## src/rtl/mouse_packet_decoder_if.sv

```systemverilog
// Byte-receiver to mouse-register bundle around the PS/2 packet decoder.
// The master is the receiver/bus side; the slave is the decoder.
interface mouse_packet_decoder_if #(
    parameter int POS_W = 8
);
    logic             enable;
    logic [7:0]       byte_read;
    logic [1:0]       byte_error_code;
    logic             byte_ready;
    logic             read_enable;
    logic             packet_valid;
    logic [7:0]       mouse_status;
    logic [8:0]       mouse_dx;
    logic [8:0]       mouse_dy;
    logic [POS_W-1:0] mouse_x;
    logic [POS_W-1:0] mouse_y;
    logic [7:0]       err_count;

    modport master (
        output enable, byte_read, byte_error_code, byte_ready,
        input  read_enable, packet_valid, mouse_status, mouse_dx, mouse_dy,
               mouse_x, mouse_y, err_count
    );

    modport slave (
        input  enable, byte_read, byte_error_code, byte_ready,
        output read_enable, packet_valid, mouse_status, mouse_dx, mouse_dy,
               mouse_x, mouse_y, err_count
    );
endinterface

```

## src/rtl/mouse_packet_decoder.sv

```systemverilog
// Frames PS/2 stream-mode bytes into 3-byte packets, checks sync/errors/gaps,
// and integrates the deltas into clamped absolute X/Y positions.
module mouse_packet_decoder #(
    parameter int X_MAX       = 160,
    parameter int Y_MAX       = 120,
    parameter int POS_W       = 8,
    parameter int GAP_TIMEOUT = 1000000
) (
    input  logic clk_i,
    input  logic reset_i,
    mouse_packet_decoder_if.slave bus
);
    localparam int GAP_W = $clog2(GAP_TIMEOUT + 1);
    localparam int SUM_W = POS_W + 2;
    localparam logic [GAP_W-1:0]        GAP_LAST = GAP_W'(GAP_TIMEOUT - 1);
    localparam logic signed [SUM_W-1:0] X_HI     = SUM_W'(X_MAX - 1);
    localparam logic signed [SUM_W-1:0] Y_HI     = SUM_W'(Y_MAX - 1);
    localparam logic [POS_W-1:0]        X_MID    = POS_W'(X_MAX / 2);
    localparam logic [POS_W-1:0]        Y_MID    = POS_W'(Y_MAX / 2);

    typedef enum logic [1:0] {WAIT_B0, WAIT_B1, WAIT_B2} state_t;

    state_t           state_q, state_d;
    logic [GAP_W-1:0] gap_q, gap_d;
    logic [7:0]       stat_pend_q, stat_pend_d;
    logic [7:0]       dx_lo_q, dx_lo_d;
    logic             err_inc, apply, byte_good;

    logic signed [8:0]       dx_pkt, dy_pkt;
    logic signed [SUM_W-1:0] x_sum, y_sum;
    logic [POS_W-1:0]        x_new, y_new;

    logic                    read_enable_q, packet_valid_q;
    logic [7:0]              status_q, err_q;
    logic signed [8:0]       dx_q, dy_q;
    logic [POS_W-1:0]        x_q, y_q;

    assign byte_good = (bus.byte_error_code == 2'b00);

    always_comb begin : fsm_next
        // NOTE: every output of this block is defaulted first so no path infers a latch.
        state_d     = state_q;
        gap_d       = gap_q;
        stat_pend_d = stat_pend_q;
        dx_lo_d     = dx_lo_q;
        err_inc     = 1'b0;
        apply       = 1'b0;
        if (!bus.enable) begin
            state_d = WAIT_B0;
            gap_d   = '0;
        end else if (bus.byte_ready) begin
            // A byte on the timeout cycle lands here, so it beats the timeout.
            gap_d = '0;
            unique case (state_q)
                WAIT_B0: begin
                    if (byte_good && bus.byte_read[3]) begin
                        state_d     = WAIT_B1;
                        stat_pend_d = bus.byte_read;
                    end else begin
                        err_inc = 1'b1;
                    end
                end
                WAIT_B1: begin
                    if (byte_good) begin
                        state_d = WAIT_B2;
                        dx_lo_d = bus.byte_read;
                    end else begin
                        state_d = WAIT_B0;
                        err_inc = 1'b1;
                    end
                end
                WAIT_B2: begin
                    state_d = WAIT_B0;
                    if (byte_good) apply   = 1'b1;
                    else           err_inc = 1'b1;
                end
                default: state_d = WAIT_B0;
            endcase
        end else if (state_q != WAIT_B0) begin
            if (gap_q == GAP_LAST) begin
                state_d = WAIT_B0;
                gap_d   = '0;
                err_inc = 1'b1;
            end else begin
                gap_d = gap_q + GAP_W'(1);
            end
        end
    end

    always_comb begin : position_math
        dx_pkt = stat_pend_q[6] ? 9'sd0 : {stat_pend_q[4], dx_lo_q};
        dy_pkt = stat_pend_q[7] ? 9'sd0 : {stat_pend_q[5], bus.byte_read};
        x_sum  = $signed({2'b00, x_q}) + SUM_W'(dx_pkt);
        y_sum  = $signed({2'b00, y_q}) - SUM_W'(dy_pkt);
        // Screen Y grows downward while mouse +Y is up, hence the subtraction.
        if (x_sum[SUM_W-1])   x_new = '0;
        else if (x_sum > X_HI) x_new = X_HI[POS_W-1:0];
        else                   x_new = x_sum[POS_W-1:0];
        if (y_sum[SUM_W-1])   y_new = '0;
        else if (y_sum > Y_HI) y_new = Y_HI[POS_W-1:0];
        else                   y_new = y_sum[POS_W-1:0];
    end

    // NOTE: sequential state uses non-blocking assignments so all registers update together.
    always_ff @(posedge clk_i) begin
        if (reset_i) begin
            state_q        <= WAIT_B0;
            gap_q          <= '0;
            stat_pend_q    <= '0;
            dx_lo_q        <= '0;
            read_enable_q  <= 1'b0;
            packet_valid_q <= 1'b0;
            status_q       <= '0;
            dx_q           <= '0;
            dy_q           <= '0;
            x_q            <= X_MID;
            y_q            <= Y_MID;
            err_q          <= '0;
        end else begin
            state_q        <= state_d;
            gap_q          <= gap_d;
            stat_pend_q    <= stat_pend_d;
            dx_lo_q        <= dx_lo_d;
            read_enable_q  <= bus.enable;
            packet_valid_q <= apply;
            if (apply) begin
                status_q <= stat_pend_q;
                dx_q     <= dx_pkt;
                dy_q     <= dy_pkt;
                x_q      <= x_new;
                y_q      <= y_new;
            end
            if (err_inc && err_q != 8'hFF) err_q <= err_q + 8'd1;
        end
    end

    assign bus.read_enable  = read_enable_q;
    assign bus.packet_valid = packet_valid_q;
    assign bus.mouse_status = status_q;
    assign bus.mouse_dx     = dx_q;
    assign bus.mouse_dy     = dy_q;
    assign bus.mouse_x      = x_q;
    assign bus.mouse_y      = y_q;
    assign bus.err_count    = err_q;
endmodule

```

## src/flat_wrapper.sv

```systemverilog
// flat-port wrapper written by rule: the top's interface ports become plain ports
module mouse_packet_decoder_flat 
#(
    parameter int X_MAX       = 160,
    parameter int Y_MAX       = 120,
    parameter int POS_W       = 8,
    parameter int GAP_TIMEOUT = 1000000
)
  (clk_i, reset_i, bus_enable, bus_byte_read, bus_byte_error_code, bus_byte_ready, bus_read_enable, bus_packet_valid, bus_mouse_status, bus_mouse_dx, bus_mouse_dy, bus_mouse_x, bus_mouse_y, bus_err_count);
  mouse_packet_decoder_if #(.POS_W(POS_W)) bus_i ();
  input  logic clk_i;
  input  logic reset_i;
  input wire logic [$bits(bus_i.enable)-1:0] bus_enable;
  input wire logic [$bits(bus_i.byte_read)-1:0] bus_byte_read;
  input wire logic [$bits(bus_i.byte_error_code)-1:0] bus_byte_error_code;
  input wire logic [$bits(bus_i.byte_ready)-1:0] bus_byte_ready;
  output wire logic [$bits(bus_i.read_enable)-1:0] bus_read_enable;
  output wire logic [$bits(bus_i.packet_valid)-1:0] bus_packet_valid;
  output wire logic [$bits(bus_i.mouse_status)-1:0] bus_mouse_status;
  output wire logic [$bits(bus_i.mouse_dx)-1:0] bus_mouse_dx;
  output wire logic [$bits(bus_i.mouse_dy)-1:0] bus_mouse_dy;
  output wire logic [$bits(bus_i.mouse_x)-1:0] bus_mouse_x;
  output wire logic [$bits(bus_i.mouse_y)-1:0] bus_mouse_y;
  output wire logic [$bits(bus_i.err_count)-1:0] bus_err_count;
  assign bus_i.enable = bus_enable;
  assign bus_i.byte_read = bus_byte_read;
  assign bus_i.byte_error_code = bus_byte_error_code;
  assign bus_i.byte_ready = bus_byte_ready;
  assign bus_read_enable = bus_i.read_enable;
  assign bus_packet_valid = bus_i.packet_valid;
  assign bus_mouse_status = bus_i.mouse_status;
  assign bus_mouse_dx = bus_i.mouse_dx;
  assign bus_mouse_dy = bus_i.mouse_dy;
  assign bus_mouse_x = bus_i.mouse_x;
  assign bus_mouse_y = bus_i.mouse_y;
  assign bus_err_count = bus_i.err_count;
  mouse_packet_decoder #(.X_MAX(X_MAX), .Y_MAX(Y_MAX), .POS_W(POS_W), .GAP_TIMEOUT(GAP_TIMEOUT)) u_core (.clk_i(clk_i), .reset_i(reset_i), .bus(bus_i));
endmodule
```

## config.mk

```make
export PLATFORM = sky130hd
export DESIGN_NAME = mouse_packet_decoder_flat
export DESIGN_NICKNAME = d
export VERILOG_FILES = /design/src/rtl/mouse_packet_decoder_if.sv /design/src/rtl/mouse_packet_decoder.sv /design/src/flat_wrapper.sv
export SDC_FILE = /design/constraint.sdc
export NUM_CORES = 1
export LEC_CHECK = 0
export CORE_ASPECT_RATIO = 2
export CORE_MARGIN = 10
export CORE_UTILIZATION = 50
export CTS_BUF_LIST = sky130_fd_sc_hd__clkbuf_8 sky130_fd_sc_hd__clkbuf_16
export DETAILED_ROUTE_END_ITERATION = 8
export PLACE_DENSITY = 0.74
export SLEW_MARGIN = 0
export SYNTH_ARGS = -nofsm -noshare
export SYNTH_HDL_FRONTEND = slang
export SYNTH_SLANG_ARGS = --single-unit
```

## constraint.sdc

```tcl
create_clock -name clk_i -period 3.03 [get_ports clk_i]
set_clock_uncertainty 0.05 [all_clocks]
set_input_delay 0.606 -clock clk_i [delete_from_list [all_inputs] [get_ports clk_i]]
set_output_delay 0.606 -clock clk_i [all_outputs]
set_load 0.02 [all_outputs]
```

==> results.sh <==
export IMPL_placed_area_sq_um=5460
export IMPL_num_vias=4108
export IMPL_dr_pass1_iters=5
export IMPL_hp_class="reg -> reg"
export IMPL_core_sq_um=8890
export IMPL_drc_errors=0
export IMPL_synth_cell_types=56
export IMPL_num_fill_cells=755
export IMPL_cts_sinks=90
export IMPL_drt_iter0_drc=296
export IMPL_tightest_slew_ps=691
export IMPL_grt_pass1_vias=4222
export IMPL_rsz0062_at_grt="true"
export IMPL_synth_area_leaders="dfxtp_1, nor2_1, ha_1, nand2_1, a21oi_1"
export IMPL_route_top_layer_used="met4"
export IMPL_gr_usage_all_layers_pct=18.7
export IMPL_drive_gt1_share_pct=11.5
export IMPL_synth_ff_type="dfxtp_1"
export IMPL_die_x_um=87.1
export IMPL_postCtsHoldBufs=0
export IMPL_maxSlewHeadroom_pct=54.0
export IMPL_leakage_nw=2.29
export IMPL_cp_max_fo=3
export IMPL_wl_met3_um=486
export IMPL_hold_viol=0
export IMPL_place_congestion=0.895
export IMPL_fmax_ghz=0.332
export IMPL_worst_setup_path_type="in -> reg"
export IMPL_grt_ovfl_total=0
export IMPL_drv_cap=0
export IMPL_cts_tree="yes"
export IMPL_cp_required_ps=3210
export IMPL_syn_num_nets=568
export IMPL_diodes=0
export IMPL_slew_viol_final=0
export IMPL_synth_top_area_share_pct=40.0
export IMPL_cts_buffer_depth=2
export IMPL_die_h_um=154
export IMPL_start_util_pct=50.6
export IMPL_synth_edf_count=0
export IMPL_via_per_inst=5.64
export IMPL_yosysWarnings=0
export IMPL_syn_inst=529
export IMPL_worst_hold_slack_ps=404
export IMPL_seq_area_frac_synth_pct=40.0
export IMPL_fin_crit_sh_pct=99.5
export IMPL_wl_met1_mm=4.50
export IMPL_syn_area_sq_um=4500
export IMPL_antenna_found_initial=0
export IMPL_ys_ff_latch=90
export IMPL_dieArea_sq_um=13400
export IMPL_grt_max_degree=69
export IMPL_power_density_nw_per_um2=436
export IMPL_max_vdd_ir_drop_mv=0.324
export IMPL_startpoint_type="primary input"
export IMPL_numCtsBuffers=9
export IMPL_grt_pass1_wl_mm=20.2
export IMPL_area_growth_syn_to_layout_pct=28.6
export IMPL_setup_viol=0
export IMPL_status="finished, final reports clean"
export IMPL_ios=66
export IMPL_num_rows=49
export IMPL_endpoint_kind="flip-flop"
export IMPL_path_clk_slew_ps=70
export IMPL_wl_per_cell_um=17.2
export IMPL_arrival_ps=3200
export IMPL_yosys_area_top_type="dfxtp_1"
export IMPL_finalPower_w=0.00252
export IMPL_drt_wl_total_mm=12.5
export IMPL_place_ws_ps=-494
export IMPL_wl_met2_mm=6.91
export IMPL_insertion_delay_ps=350
export IMPL_postSynth_asyncResetShare_pct=0
export IMPL_stdcell_area_sq_um=5790
export IMPL_drtAntennaViolNets=0
export IMPL_fin_nets=660
export IMPL_hpwlAfterDp_mm=9.60
export IMPL_r2r_slack_ps=220
export IMPL_synth_avg_cell_area_sq_um=8.51
export IMPL_portBuffers=65
export IMPL_htreeDepth=3
export IMPL_cts_root_buf="clkbuf_16"
export IMPL_fin_ws_ps=15.0
export IMPL_post_route_min_period_ps=3010
[power by group]
group	total (W)	switching [W]	internal, W
Combinational	0.000182	0.0000984	0.0000839
Clock	0.00115	0.000479	0.000670
Sequential	0.00119	0.00000371	0.00119
[cells in the final DEF, fill, tap and decap left out, drive strengths merged, types with 3 or more instances in the layout]
cell type	count
dfxtp	90
nor2	81
nand2	66
clkdlybuf4s50	64
a21oi	48
buf	36
ha	23
xnor2	19
nor2b	17
mux2i	16
xor2	15
nand2b	12
inv	12
nand3	10
and3	10
clkbuf	10
o21ai	10
nor3	9
a21o	8
nand4	7
nor3b	6
a31o	5
a211oi	5
a221oi	3
[timing repair]
action | 4_1_cts | 5_1_grt
resized for setup | 1 | 4
setup endpoints to repair | 5 | 10
pin swaps | 2 | 3
setup buffers | 0 | 0
[per-layer routing]
layer  GRT usage [%]  vias up
met1            17.3     1947
met3            4.52       36
met2            34.5      104
li1                -     2021
met5               0        -
met4            11.6        0
[logic make-up (layout without fill, tap and decap cells)]
logic type	count (synthesis)	count (layout)	share of synthesized area (%)
simple gates	233	233	24.4
compound gates	102	102	15.7
flops	90	90	40.0
xor+xnor	34	34	6.62
buf+inv	29	126	2.45
fa+ha+maj	25	25	7.28
mux	16	16	3.56
[state kept, by name, summed over array words and instances (netlist names)]
signal / flops
u_core.gap_q: 20
u_core.state_q: 2
u_core.dx_lo_q: 8
u_core.bus.read_enable: 1
u_core.bus.mouse_dx: 9
u_core.bus.err_count: 8
u_core.bus.mouse_status: 8
u_core.stat_pend_q: 8
u_core.bus.mouse_x: 8
u_core.bus.mouse_y: 8
u_core.bus.packet_valid: 1
u_core.bus.mouse_dy: 9
[cell type report]
cell class	count	area, sq um	area share (%)
Sequential cell	90	1800	31.1
Timing Repair Buffer	100	908	15.7
Multi-Input combinational cell	410	2600	44.9
Inverter	10	37.5	0.648
Clock inverter	6	72.6	1.25
Clock buffer	10	239	4.13
Tap cell	102	128	2.20
[synthesized netlist by cell type (2+ instances only)]
master	number
dfxtp_1	90
nor2_1	81
nand2_1	66
a21oi_1	48
ha_1	23
xnor2_1	19
nor2b_1	17
mux2i_1	16
clkbuf_1	15
xor2_1	15
nand2b_1	12
inv_1	10
nand3_1	10
and3_1	9
nor3_1	9
o21ai_0	9
a21o_1	8
nand4_1	7
nor3b_1	6
a211oi_1	5
a31o_2	5
buf_1	3
a211o_1	2
a221oi_1	2
and3b_1	2
and4_1	2
fa_1	2
nand3b_1	2
nor4_1	2
o211ai_1	2
o21a_1	2
o311a_1	2
or2_2	2
or3_1	2
[path summary, 6_finish.rpt]
kind                               from                          to  depth (start not counted)
min reg2reg  u_core.bus.mouse_status[4]  u_core.bus.mouse_status[4]                          2
max reg2reg       u_core.stat_pend_q[6]       u_core.bus.mouse_x[4]                          9
min          u_core.bus.mouse_status[4]  u_core.bus.mouse_status[4]                          2
max                    bus_byte_read[0]       u_core.bus.mouse_y[3]                         13
[through the flow]
step	util [%]	TNS (ps)	instances
6_report	65.1	0	728
5_1_grt	65.1	-274	728
4_1_cts	65.0	-41.9	728
3_5_place_dp	61.5	-2730	712
3_3_place_gp	61.5	-2620	712
2_1_floorplan	-	0	529
[critical path: stages]
cell,delay (ps)
clkdlybuf4s50_1,470
nor2b_1,140
buf_4,130
ha_1,170
inv_1,60
fa_2,350
a211oi_2,220
o21ai_1,100
buf_4,140
xnor2_1,120
nor3_1,230
nand2_1,130
a221o_1,320
No activity file was read; power rests on OpenSTA's default activity.
